===== config.mk =====
export PLATFORM = sky130hd
export DESIGN_NAME = seg7_scan_driver_flat
export DESIGN_NICKNAME = d
export VERILOG_FILES = /design/src/rtl/seg7_pkg.sv /design/src/rtl/seg7_scan_driver_if.sv /design/src/rtl/seg7_scan_timer.sv /design/src/rtl/seg7_scan_driver.sv /design/src/flat_wrapper.sv
export SDC_FILE = /design/constraint.sdc
export NUM_CORES = 1
export LEC_CHECK = 0
export ABC_AREA = 1
export CAP_MARGIN = 20
export CORE_UTILIZATION = 48
export DETAILED_ROUTE_END_ITERATION = 12
export GPL_ROUTABILITY_DRIVEN = 0
export PLACE_DENSITY = 0.81
export SLEW_MARGIN = 0
export SYNTH_ARGS = -nofsm -noshare
export SYNTH_HDL_FRONTEND = slang
export SYNTH_SLANG_ARGS = --single-unit
export TNS_END_PERCENT = 50

===== constraint.sdc =====
create_clock -name clk -period 2.5 [get_ports clk]
set_input_delay 0.25 -clock clk [delete_from_list [all_inputs] [get_ports clk]]
set_output_delay 0.25 -clock clk [all_outputs]
set_load 0.03 [all_outputs]

===== src/rtl/seg7_pkg.sv =====
// Shared 7-segment definitions: active-low segment codes {g,f,e,d,c,b,a},
// the BCD decoder, and a width helper for digit-index signals.
package seg7_pkg;

  typedef logic [6:0] seg_t;

  localparam seg_t SEG_BLANK = 7'b1111111;

  localparam seg_t SEG_DIGIT [0:9] = '{
    7'b1000000, 7'b1111001, 7'b0100100, 7'b0110000, 7'b0011001,
    7'b0010010, 7'b0000010, 7'b1111000, 7'b0000000, 7'b0010000
  };

  // Non-decimal codes decode to a dark digit rather than a glyph.
  function automatic seg_t bcd_to_seg(input logic [3:0] code);
    seg_t seg_v;
    case (code)
      4'd0:    seg_v = SEG_DIGIT[0];
      4'd1:    seg_v = SEG_DIGIT[1];
      4'd2:    seg_v = SEG_DIGIT[2];
      4'd3:    seg_v = SEG_DIGIT[3];
      4'd4:    seg_v = SEG_DIGIT[4];
      4'd5:    seg_v = SEG_DIGIT[5];
      4'd6:    seg_v = SEG_DIGIT[6];
      4'd7:    seg_v = SEG_DIGIT[7];
      4'd8:    seg_v = SEG_DIGIT[8];
      4'd9:    seg_v = SEG_DIGIT[9];
      default: seg_v = SEG_BLANK;
    endcase
    return seg_v;
  endfunction

  // Digit index width; a single-digit display still gets a 1-bit index.
  function automatic int idx_width(input int num_digits);
    return (num_digits > 1) ? $clog2(num_digits) : 1;
  endfunction

endpackage


===== src/rtl/seg7_scan_driver_if.sv =====
// Display-data bus between the time counters (master) and the scan driver (slave).
interface seg7_scan_driver_if
  import seg7_pkg::*;
#(
  parameter int NUM_DIGITS = 4
);

  logic                    load;
  logic [4*NUM_DIGITS-1:0] bcd_in;
  logic [NUM_DIGITS-1:0]   dp_in;
  logic [NUM_DIGITS-1:0]   blink_en;
  logic                    lz_blank;
  seg_t                    seg;
  logic                    dp;
  logic [NUM_DIGITS-1:0]   an;

  modport master (
    output load, bcd_in, dp_in, blink_en, lz_blank,
    input  seg, dp, an
  );

  modport slave (
    input  load, bcd_in, dp_in, blink_en, lz_blank,
    output seg, dp, an
  );

endinterface


===== src/rtl/seg7_scan_timer.sv =====
// Scan timing: slot counter, digit index, frame counter and blink phase.
module seg7_scan_timer
  import seg7_pkg::*;
#(
  parameter int NUM_DIGITS  = 4,
  parameter int SCAN_DIV    = 50000,
  parameter int DEAD_CYCLES = 64,
  parameter int BLINK_SCANS = 256
) (
  input  logic                               clk,
  input  logic                               rst_n,
  output logic [idx_width(NUM_DIGITS)-1:0]   idx,
  output logic                               slot_start,
  output logic                               in_dead,
  output logic                               blink_off
);

  localparam int IDX_W = idx_width(NUM_DIGITS);
  localparam int CNT_W = $clog2(SCAN_DIV);
  localparam int FRM_W = (BLINK_SCANS > 1) ? $clog2(BLINK_SCANS) : 1;

  localparam logic [CNT_W-1:0] SLOT_LAST = CNT_W'(SCAN_DIV - 1);
  localparam logic [CNT_W-1:0] DEAD_N    = CNT_W'(DEAD_CYCLES);
  localparam logic [IDX_W-1:0] IDX_LAST  = IDX_W'(NUM_DIGITS - 1);
  localparam logic [FRM_W-1:0] FRM_LAST  = FRM_W'(BLINK_SCANS - 1);

  logic [CNT_W-1:0] slot_cnt_r, slot_cnt_s;
  logic [IDX_W-1:0] idx_r, idx_s;
  logic [FRM_W-1:0] frame_cnt_r, frame_cnt_s;
  logic             blink_off_r, blink_off_s;

  // Next-state for the counter chain: slot wrap advances digit, digit wrap ends a frame.
  always_comb begin
    slot_cnt_s  = slot_cnt_r + CNT_W'(1);
    idx_s       = idx_r;
    frame_cnt_s = frame_cnt_r;
    blink_off_s = blink_off_r;
    if (slot_cnt_r == SLOT_LAST) begin
      slot_cnt_s = '0;
      if (idx_r == IDX_LAST) begin
        idx_s = '0;
        if (frame_cnt_r == FRM_LAST) begin
          frame_cnt_s = '0;
          blink_off_s = ~blink_off_r;
        end else begin
          frame_cnt_s = frame_cnt_r + FRM_W'(1);
        end
      end else begin
        idx_s = idx_r + IDX_W'(1);
      end
    end else begin
      slot_cnt_s = slot_cnt_r + CNT_W'(1);
    end
  end

  // Counter state registers.
  always_ff @(posedge clk or negedge rst_n) begin
    if (!rst_n) begin
      slot_cnt_r  <= '0;
      idx_r       <= '0;
      frame_cnt_r <= '0;
      blink_off_r <= 1'b0;
    end else begin
      slot_cnt_r  <= slot_cnt_s;
      idx_r       <= idx_s;
      frame_cnt_r <= frame_cnt_s;
      blink_off_r <= blink_off_s;
    end
  end

  assign idx        = idx_r;
  assign slot_start = (slot_cnt_r == '0);
  assign in_dead    = (slot_cnt_r < DEAD_N);
  assign blink_off  = blink_off_r;

endmodule


===== src/rtl/seg7_scan_driver.sv =====
// Time-multiplexed common-anode 7-segment driver with leading-zero blanking,
// per-digit blink and anti-ghosting dead time. All pins are registered.
module seg7_scan_driver
  import seg7_pkg::*;
#(
  parameter int NUM_DIGITS    = 4,
  parameter int SCAN_DIV      = 50000,
  parameter int DEAD_CYCLES   = 64,
  parameter int BLINK_SCANS   = 256,
  parameter int AN_ACTIVE_LOW = 1
) (
  input  logic               clk,
  input  logic               rst_n,
  seg7_scan_driver_if.slave  bus
);

  localparam int IDX_W = idx_width(NUM_DIGITS);
  localparam int BCD_W = 4 * NUM_DIGITS;
  localparam logic [NUM_DIGITS-1:0] AN_IDLE =
    (AN_ACTIVE_LOW != 0) ? {NUM_DIGITS{1'b1}} : {NUM_DIGITS{1'b0}};

  logic [IDX_W-1:0]      idx_s;
  logic                  slot_start_s, in_dead_s, blink_off_s;

  logic [BCD_W-1:0]      sh_bcd_r, snap_bcd_r, cur_bcd_s;
  logic [NUM_DIGITS-1:0] sh_dp_r, snap_dp_r, cur_dp_s;
  logic [NUM_DIGITS-1:0] sh_blink_r, snap_blink_r, cur_blink_s;
  logic [NUM_DIGITS-1:0] nonzero_s;
  logic [3:0]            digit_s;
  logic                  dp_req_s, blink_req_s, lz_hide_s;

  seg_t                  seg_s, seg_r;
  logic                  dp_s, dp_r;
  logic [NUM_DIGITS-1:0] an_s, an_r;

  seg7_scan_timer #(
    .NUM_DIGITS  (NUM_DIGITS),
    .SCAN_DIV    (SCAN_DIV),
    .DEAD_CYCLES (DEAD_CYCLES),
    .BLINK_SCANS (BLINK_SCANS)
  ) u_timer (
    .clk        (clk),
    .rst_n      (rst_n),
    .idx        (idx_s),
    .slot_start (slot_start_s),
    .in_dead    (in_dead_s),
    .blink_off  (blink_off_s)
  );

  // Shadow capture of the display request on each load strobe.
  always_ff @(posedge clk or negedge rst_n) begin
    if (!rst_n) begin
      sh_bcd_r   <= '0;
      sh_dp_r    <= '0;
      sh_blink_r <= '0;
    end else if (bus.load) begin
      sh_bcd_r   <= bus.bcd_in;
      sh_dp_r    <= bus.dp_in;
      sh_blink_r <= bus.blink_en;
    end else begin
      sh_bcd_r   <= sh_bcd_r;
      sh_dp_r    <= sh_dp_r;
      sh_blink_r <= sh_blink_r;
    end
  end

  // Freeze the shadow at each slot start so a digit never tears mid-slot.
  always_ff @(posedge clk or negedge rst_n) begin
    if (!rst_n) begin
      snap_bcd_r   <= '0;
      snap_dp_r    <= '0;
      snap_blink_r <= '0;
    end else if (slot_start_s) begin
      snap_bcd_r   <= sh_bcd_r;
      snap_dp_r    <= sh_dp_r;
      snap_blink_r <= sh_blink_r;
    end else begin
      snap_bcd_r   <= snap_bcd_r;
      snap_dp_r    <= snap_dp_r;
      snap_blink_r <= snap_blink_r;
    end
  end

  // Slot data: on the first cycle of a slot the snapshot is still loading, so bypass it.
  always_comb begin
    cur_bcd_s   = snap_bcd_r;
    cur_dp_s    = snap_dp_r;
    cur_blink_s = snap_blink_r;
    if (slot_start_s) begin
      cur_bcd_s   = sh_bcd_r;
      cur_dp_s    = sh_dp_r;
      cur_blink_s = sh_blink_r;
    end else begin
      cur_bcd_s   = snap_bcd_r;
      cur_dp_s    = snap_dp_r;
      cur_blink_s = snap_blink_r;
    end
  end

  // Per-digit selection and leading-zero test (this digit and all above it are zero).
  always_comb begin
    nonzero_s = '0;
    for (int k = 0; k < NUM_DIGITS; k++) begin
      nonzero_s[k] = |cur_bcd_s[4*k +: 4];
    end
    digit_s     = cur_bcd_s[{idx_s, 2'b00} +: 4];
    dp_req_s    = cur_dp_s[idx_s];
    blink_req_s = cur_blink_s[idx_s];
    lz_hide_s   = bus.lz_blank && (idx_s != '0) && !(|(nonzero_s >> idx_s));
  end

  // Next pin values: dark during dead time, otherwise one anode plus decoded segments.
  always_comb begin
    seg_s = SEG_BLANK;
    dp_s  = 1'b1;
    an_s  = AN_IDLE;
    if (in_dead_s) begin
      seg_s = SEG_BLANK;
      dp_s  = 1'b1;
      an_s  = AN_IDLE;
    end else begin
      an_s = AN_IDLE ^ (NUM_DIGITS'(1) << idx_s);
      if (blink_off_s && blink_req_s) begin
        seg_s = SEG_BLANK;
        dp_s  = 1'b1;
      end else if (lz_hide_s) begin
        seg_s = SEG_BLANK;
        dp_s  = ~dp_req_s;
      end else begin
        seg_s = bcd_to_seg(digit_s);
        dp_s  = ~dp_req_s;
      end
    end
  end

  // Output pin registers.
  always_ff @(posedge clk or negedge rst_n) begin
    if (!rst_n) begin
      seg_r <= SEG_BLANK;
      dp_r  <= 1'b1;
      an_r  <= AN_IDLE;
    end else begin
      seg_r <= seg_s;
      dp_r  <= dp_s;
      an_r  <= an_s;
    end
  end

  assign bus.seg = seg_r;
  assign bus.dp  = dp_r;
  assign bus.an  = an_r;

endmodule

===== src/flat_wrapper.sv =====
// flat-port wrapper written by rule: the top's interface ports become plain ports
module seg7_scan_driver_flat import seg7_pkg::*;
#(
  parameter int NUM_DIGITS    = 4,
  parameter int SCAN_DIV      = 50000,
  parameter int DEAD_CYCLES   = 64,
  parameter int BLINK_SCANS   = 256,
  parameter int AN_ACTIVE_LOW = 1
)
  (clk, rst_n, bus_load, bus_bcd_in, bus_dp_in, bus_blink_en, bus_lz_blank, bus_seg, bus_dp, bus_an);
  seg7_scan_driver_if #(.NUM_DIGITS(NUM_DIGITS)) bus_i ();
  input  logic clk;
  input  logic rst_n;
  input wire logic [$bits(bus_i.load)-1:0] bus_load;
  input wire logic [$bits(bus_i.bcd_in)-1:0] bus_bcd_in;
  input wire logic [$bits(bus_i.dp_in)-1:0] bus_dp_in;
  input wire logic [$bits(bus_i.blink_en)-1:0] bus_blink_en;
  input wire logic [$bits(bus_i.lz_blank)-1:0] bus_lz_blank;
  output wire logic [$bits(bus_i.seg)-1:0] bus_seg;
  output wire logic [$bits(bus_i.dp)-1:0] bus_dp;
  output wire logic [$bits(bus_i.an)-1:0] bus_an;
  assign bus_i.load = bus_load;
  assign bus_i.bcd_in = bus_bcd_in;
  assign bus_i.dp_in = bus_dp_in;
  assign bus_i.blink_en = bus_blink_en;
  assign bus_i.lz_blank = bus_lz_blank;
  assign bus_seg = bus_i.seg;
  assign bus_dp = bus_i.dp;
  assign bus_an = bus_i.an;
  seg7_scan_driver #(.NUM_DIGITS(NUM_DIGITS), .SCAN_DIV(SCAN_DIV), .DEAD_CYCLES(DEAD_CYCLES), .BLINK_SCANS(BLINK_SCANS), .AN_ACTIVE_LOW(AN_ACTIVE_LOW)) u_core (.clk(clk), .rst_n(rst_n), .bus(bus_i));
endmodule

## Word level (Yosys, flattened, before mapping)

Memories as Yosys holds them, arrays and structs flattened.
Cells that the tools add are included.

| storage, ports and cells | value |
|---|---|
| register bits after elaboration | 87 |
| ROM bits | 112 |
| input port bits | 28 |
| output and inout bits | 12 |
| logic and storage cells | 57 |
| memories kept | 1 |

| operators by class | value |
|---|---|
| add/sub/neg operators | 3 |
| order comparisons | 2 |
| equal/unequal tests | 3 |
| shift operators | 3 |
| mux-type cells | 16 |
| bitwise gates (word level) | 3 |
| reduce and logical (&&, ||, !) cells | 13 |

Memories:

| memory | depth | bits a word | read ports | clocked after Yosys merged registers in | wr ports | RTL line | text |
|---|---|---|---|---|---|---|---|
| (name not given) | 16 | 7 | 1 | 0 | 0 | seg7_pkg.sv:17 | `case (code)` |

Operators by type and width:

| kind | count |
|---|---|
| $mux 16 | 2 |
| $mux 7 | 3 |
| $reduce_or 4->1 | 5 |
| $add 16x1->16 const B | 1 |
| $eq 16x16->1 const B | 1 |
| $logic_not 16->1 | 1 |
| $lt 16x7->1 const B | 1 |
| $shiftx 16x5->4 | 1 |
| $mux 4 | 3 |
| $add 8x1->8 const B | 1 |
| $eq 8x8->1 const B | 1 |
| $mux 8 | 1 |
| $bmux 1 s2 | 2 |
| $mux 1 | 4 |
| $not 4->4 | 1 |
| $shl 1x2->4 const A | 1 |
| $shr 4x2->4 | 1 |
| $logic_and 1x1->1 | 3 |
| $lt 2x3->1 const B | 1 |
| $reduce_and 3->1 | 1 |
| $add 2x1->2 const B | 1 |
| $eq 2x2->1 const B | 1 |
| $mux 2 | 1 |
| $not 1->1 | 2 |
| other kinds (3) | 3 |

## Longest topological paths before layout

| depth | value |
|---|---|
| depth after elaboration | 10 |
| depth in mapped cells | 17 |
| depth with buffers taken out | 16 |

## Hierarchy

A second synthesis with hierarchy kept.

| second synthesis, totals | value |
|---|---|
| cells, all modules | 537 |
| area, all modules | 4429.2 um^2 |

Modules (own cells, without submodules):

| module | instances | cells an instance | area each (um^2) | sequential area each (um^2) |
|---|---|---|---|---|
| seg7_scan_driver | 1 | 311 | 2788.9 | 1516.5 |
| seg7_scan_timer | 1 | 226 | 1640.3 | 675.6 |

## Worst setup path before layout

No wires, ideal clock.

| timing | value |
|---|---|
| path type | flip-flop to flip-flop |
| start point | register u_core.u_timer.slot_cnt_r[0] |
| end point | register u_core.seg_r[0], in the netlist u_core.bus.seg[0] |
| library setup time | 87 ps |
| data arrival time | 1917 ps |
| required time | 2413 ps |
| path slack | 496 ps |
| cell stages (with the launch flop) | 18 |
| path buffers | 1 |
| period minus slack after synthesis | 2004 ps |
| cells stage by stage | dfrtp_1 > inv_1 > ha_1 > nand2_1 > nor2_4 > nand2_4 > buf_6 > nand2_1 > nand2_1 > nand2_1 > nand2_1 > nor2_2 > inv_1 > ha_1 > inv_1 > nand2_1 > nand3_1 > nand3_1 |

| between the ends | value |
|---|---|
| word-level cells in the longest chain between the ends | 10 |
| elaborated cells on any way between the ends | 20 |
| classes of those cells | 1 x order compare; 2 x shift; 7 x mux; 9 x reduce/logical; 1 x memory |

Ends and longest elaborated chain:

| item | RTL line | text |
|---|---|---|
| start: declaration | seg7_scan_timer.sv:27 | `logic [CNT_W-1:0] slot_cnt_r, slot_cnt_s;` |
| start signal: assignment | seg7_scan_timer.sv:64 | `slot_cnt_r <= slot_cnt_s;` |
| $logic_not 16->1 * | seg7_scan_timer.sv:72 | `assign slot_start = (slot_cnt_r == '0);` |
| $mux 16 * | seg7_scan_driver.sv:89 | `if (slot_start_s) begin` |
| net u_core.cur_bcd_s[8] | seg7_scan_driver.sv:25 | `logic [BCD_W-1:0] sh_bcd_r, snap_bcd_r, cur_bcd_s;` |
| branches (longest 5 deep; another with $mem_v2 16x7) | -- |  |
| $mux 7 * | seg7_scan_driver.sv:126 | `end else if (lz_hide_s) begin` |
| $mux 7 * | seg7_scan_driver.sv:123 | `if (blink_off_s && blink_req_s) begin` |
| $mux 7 * | seg7_scan_driver.sv:117 | `if (in_dead_s) begin` |
| net u_core.seg_s[0] | seg7_scan_driver.sv:32 | `seg_t seg_s, seg_r;` |
| end signal: assignment | seg7_scan_driver.sv:143 | `seg_r <= seg_s;` |
| end: declaration | seg7_scan_driver.sv:32 |  |

Mark *: on every way through the listed nets, which the timed path passes. The select of a mux whose other input is x is not followed.
A chain may end at the register's enable or synchronous reset.

## Worst setup path after layout

| timing | value |
|---|---|
| start point | register u_core.u_timer.slot_cnt_r[0] |
| end point | register u_core.seg_r[3], in the netlist u_core.bus.seg[3] |

Same word-level chain as after synthesis.

==> results.json <==
{
  "outcome": "completed",
  "final_cell_mix": "115 x nand2_1, 75 x dfrtp_1, 62 x inv_1",
  "instances_no_fill": 627,
  "critPathMaxFanout": 20,
  "tightest_slew_ns": 0.724,
  "top_usage_layer": "met2",
  "worst-setup-path-type": "flop to flop",
  "cts_max_level": 3,
  "vias_per_cell": 5.02,
  "vias": 3149,
  "fin_nets": 557,
  "dp_cells": 610,
  "final_common_cell": "nand2_1",
  "start_kind": "flop",
  "finClkSkew_ns": 0.0213,
  "fp.coreArea_um2": 8340,
  "grt_max_degree": 53,
  "clock_path_buffers": 2,
  "power_density_nw_per_um2": 538,
  "wl_um": 7880,
  "rrSetupSlack_ns": 0.24,
  "r2r_cells": 14,
  "synth_edf_count": 0,
  "io_buffers": 39,
  "area_delta_synth_final_pct": 17.5,
  "grt_pass1_vias": 3091,
  "finalSetupViolations": 0,
  "die_y_um": 95.4,
  "antenna_found_initial": 0,
  "place_hpwl_um": 5880,
  "p_leak_nw": 2.40,
  "grt_pass1_wl_um": 13700,
  "synth_ff_type": "dfrtp_1",
  "ys_warn_count": 0,
  "arrival_ns": 2.56,
  "clockRootBuffer": "clkbuf_8",
  "drtIter0Drc": 211,
  "hp-class": "primary input to async pin",
  "end_kind": "flop",
  "dr.pass1.iters": 4,
  "grtUsageMet1": 0.256,
  "track_usage": 0.200,
  "syn_nets": 509,
  "avgSynthCellArea_um2": 8.92,
  "seq_area_frac_synth": 0.524,
  "yosysUniqueCellTypes": 39,
  "use_met3": 0.0574,
  "worstPathRequired_ns": 2.80,
  "final.setup.tns_ns": 0,
  "insertion_delay_ns": 0.37,
  "async_reset_ff_frac": 1.00,
  "overflow": 0,
  "diodes": 0,
  "syn-cell-area_um2": 4190,
  "ys_top_cells_by_area": "dfrtp_1 45%, nand2_1 10%, dfstp_2 7.5%, nand3_1 5.7%, inv_1 5.6%",
  "drtAntennaViolNets": 0,
  "initial_core_util": 0.502,
  "ios": 40,
  "cts_buffers": 9,
  "drv_slew": 0,
  "rows": 33,
  "drc": 0,
  "netlist_instances": 469,
  "rsz0062_at_grt": "false",
  "clkTransAtPathRegs_ns": 0.10,
  "cts.sinks": 87,
  "wl_per_cell_um": 12.6,
  "slew_headroom": 0.516,
  "fin_crit_ns": 2.26,
  "cts_tree": "done",
  "r2r-start": "u_core.u_timer.slot_cnt_r[0]",
  "die_area_um2": 9100,
  "yosys.area.top_type_share": 0.448,
  "final-hold-violation-count": 0,
  "max_freq_mhz": 442,
  "synth_top_area_cell": "dfrtp_1",
  "die_w_um": 95.4,
  "period_share": 0.906,
  "met2_usage": 0.329,
  "synth_seq_cells": 87,
  "ir_drop_mv": 0.383,
  "drv_cap": 0,
  "layout-drive-gt1-share": 0.136,
  "r2r_end": "u_core.bus.seg[3]"
}
==> how the worst max path moves through the flow <==
stage	startpoint	endpoint	slack, ns	cells past startpoint
3_5_place_dp	u_core.u_timer.slot_cnt_r[0]	u_core.bus.seg[3]	0.20	14
3_3_place_gp	u_core.u_timer.slot_cnt_r[0]	u_core.bus.seg[3]	0.34	14
4_1_cts	u_core.u_timer.slot_cnt_r[0]	u_core.bus.seg[3]	0.17	14
5_1_grt	u_core.u_timer.slot_cnt_r[0]	u_core.bus.seg[3]	0.02	14
6_report	u_core.u_timer.slot_cnt_r[0]	u_core.bus.seg[3]	0.24	14
2_1_floorplan	u_core.u_timer.slot_cnt_r[0]	u_core.bus.seg[0]	0.50	17
==> sequential cells by signal (all words and copies together) (netlist names) <==
signal,flops
u_core.u_timer.blink_off,1
u_core.snap_dp_r,4
u_core.sh_blink_r,4
u_core.snap_blink_r,4
u_core.sh_bcd_r,16
u_core.u_timer.idx,2
u_core.sh_dp_r,4
u_core.bus.an,4
u_core.snap_bcd_r,16
u_core.bus.seg,7
u_core.u_timer.frame_cnt_r,8
u_core.bus.dp,1
u_core.u_timer.slot_cnt_r,16
==> kinds of logic (layout without fill, tap and decap cells) <==
family                     after synthesis  count (layout)  synth area share
adders and majority gates               12              12            0.0359
xor gates and xnor gates                 8               8            0.0167
buffers and inverters                   75             128            0.0747
DFF                                     87              87             0.524
and+or+nand+nor                        236             236             0.260
AOI/OAI and AO/OA                       37              37            0.0508
muxes                                   14              14            0.0377
==> synthesized netlist by cell type (all sizes together), types with 2 or more instances <==
master  count
nand2     121
dfrtp      75
inv        64
nand3      49
nor2       47
o21ai      21
mux2       14
dfstp      12
ha         12
a21oi      10
xor2        7
buf         6
nand4       6
and2        4
clkbuf      4
nor3        4
a31oi       2
nor4        2
==> critical path, cell delays in order (launching register included) <==
cell	delay, ns
dfrtp_1	0.42
inv_1	0.07
ha_1	0.14
nand2_1	0.09
nor2_4	0.19
buf_8	0.20
nand3_1	0.09
nand2_1	0.12
nand2_1	0.10
nand4_4	0.14
inv_1	0.10
ha_1	0.30
nand2_1	0.10
nand3_1	0.07
nand3_1	0.08
==> layer usage <==
metal | routed length (um) | vias up
met1 | 3600 | 1480
met5 | 0 | -
met3 | 326 | 15
met2 | 3820 | 75
met4 | 130 | 0
li1 | - | 1579
==> metrics by stage <==
stage          total power [mW]  setup slack [ns]  area [um^2]  hold slack [ns]   util
2_1_floorplan              1.62             0.496         4190          -0.0456      -
6_report                   2.65             0.235         4920            0.443  0.590
3_5_place_dp               1.73             0.202         4700            0.330  0.564
3_3_place_gp               1.72             0.344         4700            0.322  0.564
4_1_cts                    2.68             0.174         4900            0.439  0.587
5_1_grt                    2.77            0.0171         4920            0.432  0.590
==> power by group <==
part,internal [mW],leakage [nW],switching (mW),total [mW]
clock,0.460,0.0964,0.487,0.947
sequential,1.47,1.06,0.0251,1.49
combinational,0.0970,1.24,0.113,0.210
==> area by class of cell <==
type / instances / area [um^2]
inverter: 65 / 244
timing repair buffer: 47 / 474
clock inverter: 6 / 61.3
clock buffer: 10 / 128
multi-input combinational: 307 / 1690
fill: 705 / 3420
sequential: 87 / 2190
tap: 105 / 131
==> timing repair <==
action                                 CTS  global route
endpoints found under the hold margin   39             0
resized for setup                        0             4
buffers inserted                         0             0
setup endpoints to repair                0             2
hold buffers                             1             0
Power figures use the tool's default switching activity.
